===== src/rtl/pdh_gpio_cmd_ctrl.sv =====
// PS GPIO command sequencer: synchronises the toggle-strobed command word,
// executes register writes/reads on the config bank and returns a toggle-acked response.
//
// Ports:
//   clk, rst        pdh_clk and synchronous active-high reset
//   axi_from_ps_i   cmd  [31] strobe toggle, [30] rw (1=write), [29:26] addr, [15:0] wdata
//   axi_to_ps_o     rsp  [31] ack toggle, [30] err, [29:26] addr echo, [15:0] rdata
//   status_i        live status word, read at address 15
//   cfg_o           config bank, reg k at [16k+15:16k]
//   cfg_wr_o        one-cycle pulse per successful write
//   cfg_addr_o      address of the last write
//   busy_o          high whenever the sequencer is not idle
module pdh_gpio_cmd_ctrl #(
    parameter int NUM_REGS      = 8,
    parameter int SYNC_STAGES   = 2,
    parameter int SETTLE_CYCLES = 4
) (
    input  logic                     clk,
    input  logic                     rst,
    input  logic [31:0]              axi_from_ps_i,
    output logic [31:0]              axi_to_ps_o,
    input  logic [15:0]              status_i,
    output logic [NUM_REGS*16-1:0]   cfg_o,
    output logic                     cfg_wr_o,
    output logic [3:0]               cfg_addr_o,
    output logic                     busy_o
);

    localparam int CNT_MAX =
        (SYNC_STAGES > SETTLE_CYCLES) ? SYNC_STAGES : SETTLE_CYCLES;
    localparam int CW = $clog2(CNT_MAX + 1);
    localparam logic [CW-1:0] INIT_LAST   = CW'(SYNC_STAGES);
    localparam logic [CW-1:0] SETTLE_LAST = CW'(SETTLE_CYCLES - 1);
    localparam logic [4:0]    NREGS       = 5'(NUM_REGS);

    typedef enum logic [2:0] {
        S_INIT,
        S_IDLE,
        S_SETTLE,
        S_EXEC,
        S_ACK
    } state_t;

    state_t          state_q, state_d;
    logic [CW-1:0]   cnt_q, cnt_d;
    logic            init_done, capture, exec, ack;

    logic [31:0]     sync_q [SYNC_STAGES];
    logic [31:0]     sync_w;
    logic            last_strb_q;

    logic            cmd_rw_q;
    logic [3:0]      cmd_addr_q;
    logic [15:0]     cmd_wdata_q;

    logic [15:0]     cfg_q [NUM_REGS];
    logic            err_q;
    logic [15:0]     rdata_q;

    logic            in_bank, wr_ok, rd_ok, rd_status;
    logic [15:0]     rd_bank;

    // Reserved command bits are synchronised with the rest but never used.
    logic            unused_rsvd;

    assign sync_w      = sync_q[SYNC_STAGES-1];
    assign unused_rsvd = ^sync_w[25:16];
    assign busy_o      = (state_q != S_IDLE);

    always_ff @(posedge clk) begin
        if (rst) begin
            state_q <= S_INIT;
            cnt_q   <= '0;
        end else begin
            state_q <= state_d;
            cnt_q   <= cnt_d;
        end
    end

    always_comb begin
        state_d   = state_q;
        cnt_d     = cnt_q;
        init_done = 1'b0;
        capture   = 1'b0;
        exec      = 1'b0;
        ack       = 1'b0;
        unique case (state_q)
            S_INIT: begin
                // Wait until the sync chain holds a real input sample.
                if (cnt_q == INIT_LAST) begin
                    init_done = 1'b1;
                    cnt_d     = '0;
                    state_d   = S_IDLE;
                end else begin
                    cnt_d = cnt_q + 1'b1;
                end
            end
            S_IDLE: begin
                if (sync_w[31] != last_strb_q) begin
                    cnt_d   = '0;
                    state_d = S_SETTLE;
                end
            end
            S_SETTLE: begin
                if (cnt_q == SETTLE_LAST) begin
                    capture = 1'b1;
                    state_d = S_EXEC;
                end else begin
                    cnt_d = cnt_q + 1'b1;
                end
            end
            S_EXEC: begin
                exec    = 1'b1;
                state_d = S_ACK;
            end
            S_ACK: begin
                ack     = 1'b1;
                state_d = S_IDLE;
            end
            default: state_d = S_INIT;
        endcase
    end

    assign in_bank   = ({1'b0, cmd_addr_q} < NREGS);
    assign wr_ok     = cmd_rw_q & in_bank;
    assign rd_ok     = ~cmd_rw_q & in_bank;
    assign rd_status = ~cmd_rw_q & (cmd_addr_q == 4'hF);

    always_comb begin
        rd_bank = '0;
        for (int k = 0; k < NUM_REGS; k++) begin
            if (cmd_addr_q == 4'(k)) rd_bank = cfg_q[k];
        end
    end

    always_ff @(posedge clk) begin
        if (rst) begin
            for (int i = 0; i < SYNC_STAGES; i++) sync_q[i] <= '0;
            for (int k = 0; k < NUM_REGS; k++) cfg_q[k] <= '0;
            last_strb_q <= 1'b0;
            cmd_rw_q    <= 1'b0;
            cmd_addr_q  <= '0;
            cmd_wdata_q <= '0;
            err_q       <= 1'b0;
            rdata_q     <= '0;
            cfg_wr_o    <= 1'b0;
            cfg_addr_o  <= '0;
            axi_to_ps_o <= '0;
        end else begin
            sync_q[0] <= axi_from_ps_i;
            for (int i = 1; i < SYNC_STAGES; i++) sync_q[i] <= sync_q[i-1];

            cfg_wr_o <= 1'b0;

            // Adopt the strobe level seen at reset so it is not executed.
            if (init_done) begin
                last_strb_q     <= sync_w[31];
                axi_to_ps_o[31] <= sync_w[31];
            end

            if (capture) begin
                last_strb_q <= sync_w[31];
                cmd_rw_q    <= sync_w[30];
                cmd_addr_q  <= sync_w[29:26];
                cmd_wdata_q <= sync_w[15:0];
            end

            if (exec) begin
                unique case (1'b1)
                    wr_ok: begin
                        for (int k = 0; k < NUM_REGS; k++) begin
                            if (cmd_addr_q == 4'(k)) cfg_q[k] <= cmd_wdata_q;
                        end
                        cfg_wr_o   <= 1'b1;
                        cfg_addr_o <= cmd_addr_q;
                        err_q      <= 1'b0;
                        rdata_q    <= cmd_wdata_q;
                    end
                    rd_ok: begin
                        err_q   <= 1'b0;
                        rdata_q <= rd_bank;
                    end
                    rd_status: begin
                        err_q   <= 1'b0;
                        rdata_q <= status_i;
                    end
                    default: begin
                        err_q   <= 1'b1;
                        rdata_q <= '0;
                    end
                endcase
            end

            // Whole response updates at once so the PS sees coherent fields.
            if (ack) begin
                axi_to_ps_o <= {last_strb_q, err_q, cmd_addr_q, 10'b0, rdata_q};
            end
        end
    end

    for (genvar k = 0; k < NUM_REGS; k++) begin : g_cfg
        assign cfg_o[16*k +: 16] = cfg_q[k];
    end

endmodule


===== config.mk =====
export PLATFORM = sky130hd
export DESIGN_NAME = pdh_gpio_cmd_ctrl
export DESIGN_NICKNAME = d
export VERILOG_FILES = /design/src/rtl/pdh_gpio_cmd_ctrl.sv
export SDC_FILE = /design/constraint.sdc
export NUM_CORES = 1
export LEC_CHECK = 0
export BUFFER_PORTS_ARGS = -buffer_cell sky130_fd_sc_hd__buf_2
export CORE_MARGIN = 1
export CORE_UTILIZATION = 54
export DETAILED_ROUTE_END_ITERATION = 8
export PLACE_DENSITY_LB_ADDON = 0.12
export SETUP_SLACK_MARGIN = 0.3
export SKIP_LAST_GASP = 1
export SYNTH_ARGS = -nofsm -noshare
export SYNTH_HDL_FRONTEND = slang
export SYNTH_SLANG_ARGS = --single-unit

===== constraint.sdc =====
create_clock -name clk -period 2.75 [get_ports clk]
set_input_delay 0.1375 -clock clk [delete_from_list [all_inputs] [get_ports clk]]
set_output_delay 0.1375 -clock clk [all_outputs]
set_load 0.1 [all_outputs]

==> results.md <==
- Status: completed
- CTS Buffer Depth: 3
- Die H: 137.9 um
- H-tree Lvls: 1
- Fillers: between 1000 and 1500
- Antenna violations before repair: 0
- Synth top area cells: edfxtp_1 (39%), dfxtp_1 (23%), nand2_1 (4.4%)
- DR WL/cell: 19.71 um
- HPWL after DPL: 19500 um
- Vias in the first global route: 7257
- # clock sinks: 244
- Clock slew at reported path FFs: ~0.060 ns
- Die area: 0.01901 mm2
- Predominant post-synthesis flop cell: edfxtp_1
- Tmin final: about 2.2 ns
- Largest net degree at the start of global routing: 55
- Root Buffer: clkbuf_16
- RSZ-0062 raised after global routing: no
- Area grow syn2layout: 23.33%
- Port Buffers: 195
- Fin crit share: between 80 and 90%
- Post-Syn Area: 0.009970 mm2
- Power Density: 681.3 mW/mm2
- WS Path Type: flip-flop to flip-flop
- Via count: 8073
- Post-Syn Instances: 935
- Share of cells above drive strength 1: 24.23%
- Vias per cell: 5.746
- GRT Total Usage: between 20% and 30%
- Synth top cells by count: edfxtp_1 (128), nand2_1 (118), dfxtp_1 (116), nor2_1 (96), a21oi_1 (79)
- Hold crit path type: primary input to flip-flop
- Yosys top cell area share: 38.55%
- R2r setup slk: 0.51 ns
- First drt pass iteration count: 7
- Worst flop-to-flop path startpoint: state_q[1]
- Num rows: 49
- Worst Hold Path EP: cmd_wdata_q[11]
- Antenna-violating nets left: 0
- Most frequent cell after synthesis: edfxtp_1
- Post-synth top area cell: edfxtp_1
- Worst r2r dst: cfg_q[0][55]
- Post-synth ARST share: 0%
- Pins Over Slew Limit: 0
- Ant. Diodes: 0
- Maximum vdd drop: 0.5601 mV
- Critical Path AT: 2.46 ns
- CTS tree: built
- Hold WS: 0.02848 ns
- Post-synth EDFFs: between 100 and 150
- CP max FO: 18
- Sequential area share after synthesis: between 60% and 70%
- Top Ports: 216
- CP required: 2.97 ns
- Initial Util: around 55%
- Startpoint types: flip-flop
- FF+latch count, synth: 244
- Drt first-iter violations: 944
- Clk Latency, worst-skew pair: between 0.5 and 0.6 ns
- First-pass GRT wire length: around 41000 um
- Clk_skew: 0.007233 ns
- Max Cap Violations: 0
- Depth of the most critical reg-to-reg path: 6
- Hold path cells: 2
- Crit end category: flip-flop
- # DRC: 0
- Worst-Margin Slew: 0.8363 ns
- Normalized max-slew margin: 44.25%
- Detailed Route WL: ~28000 um
- Hold path start: rst
- Total Neg Setup Slack: 0 ns
- Post-CTS sizing: 0
- Yosys warns: 0
- Gr ovfl total: 0
- Final setup viols: 0
- Count of cell types in the netlist: 52
- Die W: 137.9 um
- CTS Buf Count: 25
- NumNets Final: 1211
- Synthesized area per cell: 10.66 um2
- Final hold violation count: 0
- Max Freq: between 0.4 and 0.5 GHz
- Placer Congestion: 0.8995
- Lkg Pwr: 4.881 nW
- Core Box Area: approximately 0.018 mm2
==> critical path: stages (launching register included) <==
cell,delay [ns]
dfxtp_1,0.57
and3b_1,0.31
buf_4,0.23
and2_0,0.37
nand2_1,0.13
nand2b_1,0.13
buf_4,0.20
==> cell families (layout without fill, tap and decap cells) <==
group,after synthesis,in the layout,synth area share (%)
AOI/OAI and AO/OA,224,224,13.68
adders and majority gates,3,3,0.3765
other,1,10,0.03761
muxes,18,18,1.820
and+or+nand+nor,342,342,17.02
DFF,244,244,61.85
buffers and inverters,102,334,5.133
xor gates and xnor gates,1,1,0.08787
==> placed cells by master (no fill, tap or decap), types with 15 or more instances in the layout <==
cell           synthesis  layout
nand2b_1              28      28
dlygate4sd3_1          0      37
a222oi_1              15      15
buf_2                 20     194
buf_4                 15      36
edfxtp_1             128     128
o22ai_1               21      21
inv_1                 22      22
clkbuf_16              0      25
nor2_1                96      96
dfxtp_1              116     114
o21ai_0               56      56
nor2b_1               49      49
mux2i_1               17      17
a21oi_1               79      79
nand2_1              118     118
==> cell type report <==
type                            count  area, um2  area share, %
Sequential cell                   244       6168          50.17
Clock inverter                      7      86.33         0.7021
Tap cell                          229      286.5          2.330
Clock buffer                       38      734.5          5.973
Inverter                           22      82.58         0.6716
Timing Repair Buffer              267       1612          13.11
Multi-Input combinational cell    598       3326          27.05
==> stage by stage <==
step	instances	total power, mW	setup WS [ns]	cell area [um2]	utilization [%]
final	1405	8.377	0.5062	12300	68.21
after global routing	1405	8.605	0.3489	12300	68.21
after CTS	1405	8.411	0.5580	12300	68.21
after detailed placement	1323	5.036	0.5902	11100	61.61
after global placement	1323	5.029	0.6260	11100	61.61
after floorplan	944	4.868	0.6805	10000	-
==> power breakdown <==
group | internal (mW) | switching [mW]
combinational | 0.195 | 0.781
clock | 2.02 | 1.35
sequential | 3.94 | 0.0829
==> state kept, by name, summed over array words and instances (netlist names) <==
register and flops:
rdata_q 16, last_strb_q 1, err_q 1, cmd_rw_q 1, cfg_q 128, sync_q 44
cmd_wdata_q 16, cfg_addr_o 4, cnt_q 3, cmd_addr_q 4, state_q 3, cfg_wr_o 1
axi_to_ps_o 22
==> how the worst max path moves through the flow <==
stage,from,end,slack (ns),depth (start not counted)
3_3_place_gp,state_q[1],cfg_q[1][15],0.63,5
2_1_floorplan,state_q[0],cfg_q[0][0],0.68,7
4_1_cts,state_q[1],cfg_q[1][9],0.56,5
5_1_grt,cmd_addr_q[1],rdata_q[12],0.35,6
6_report,state_q[1],cfg_q[0][55],0.51,6
3_5_place_dp,state_q[1],cfg_q[1][15],0.59,5
==> what timing repair did <==
item                                   in CTS  in global routing
endpoints found under the hold margin      37                  0
hold buffers                               37                  0
setup buffers                               0                  0
==> layer usage <==
| layer | up-vias | track usage, % | share of wire [%] | routed length (um) |
|---|---|---|---|---|
| met5 | - | 0 | 0 | 0 |
| met1 | 3815 | 42.05 | 41 | 11230 |
| met2 | 496 | 45.08 | 45 | 12520 |
| li1 | 3706 | - | - | - |
| met3 | 56 | 4.825 | 11 | 3100 |
| met4 | 0 | 8.394 | 3.1 | 857 |
Power figures use the tool's default switching activity.
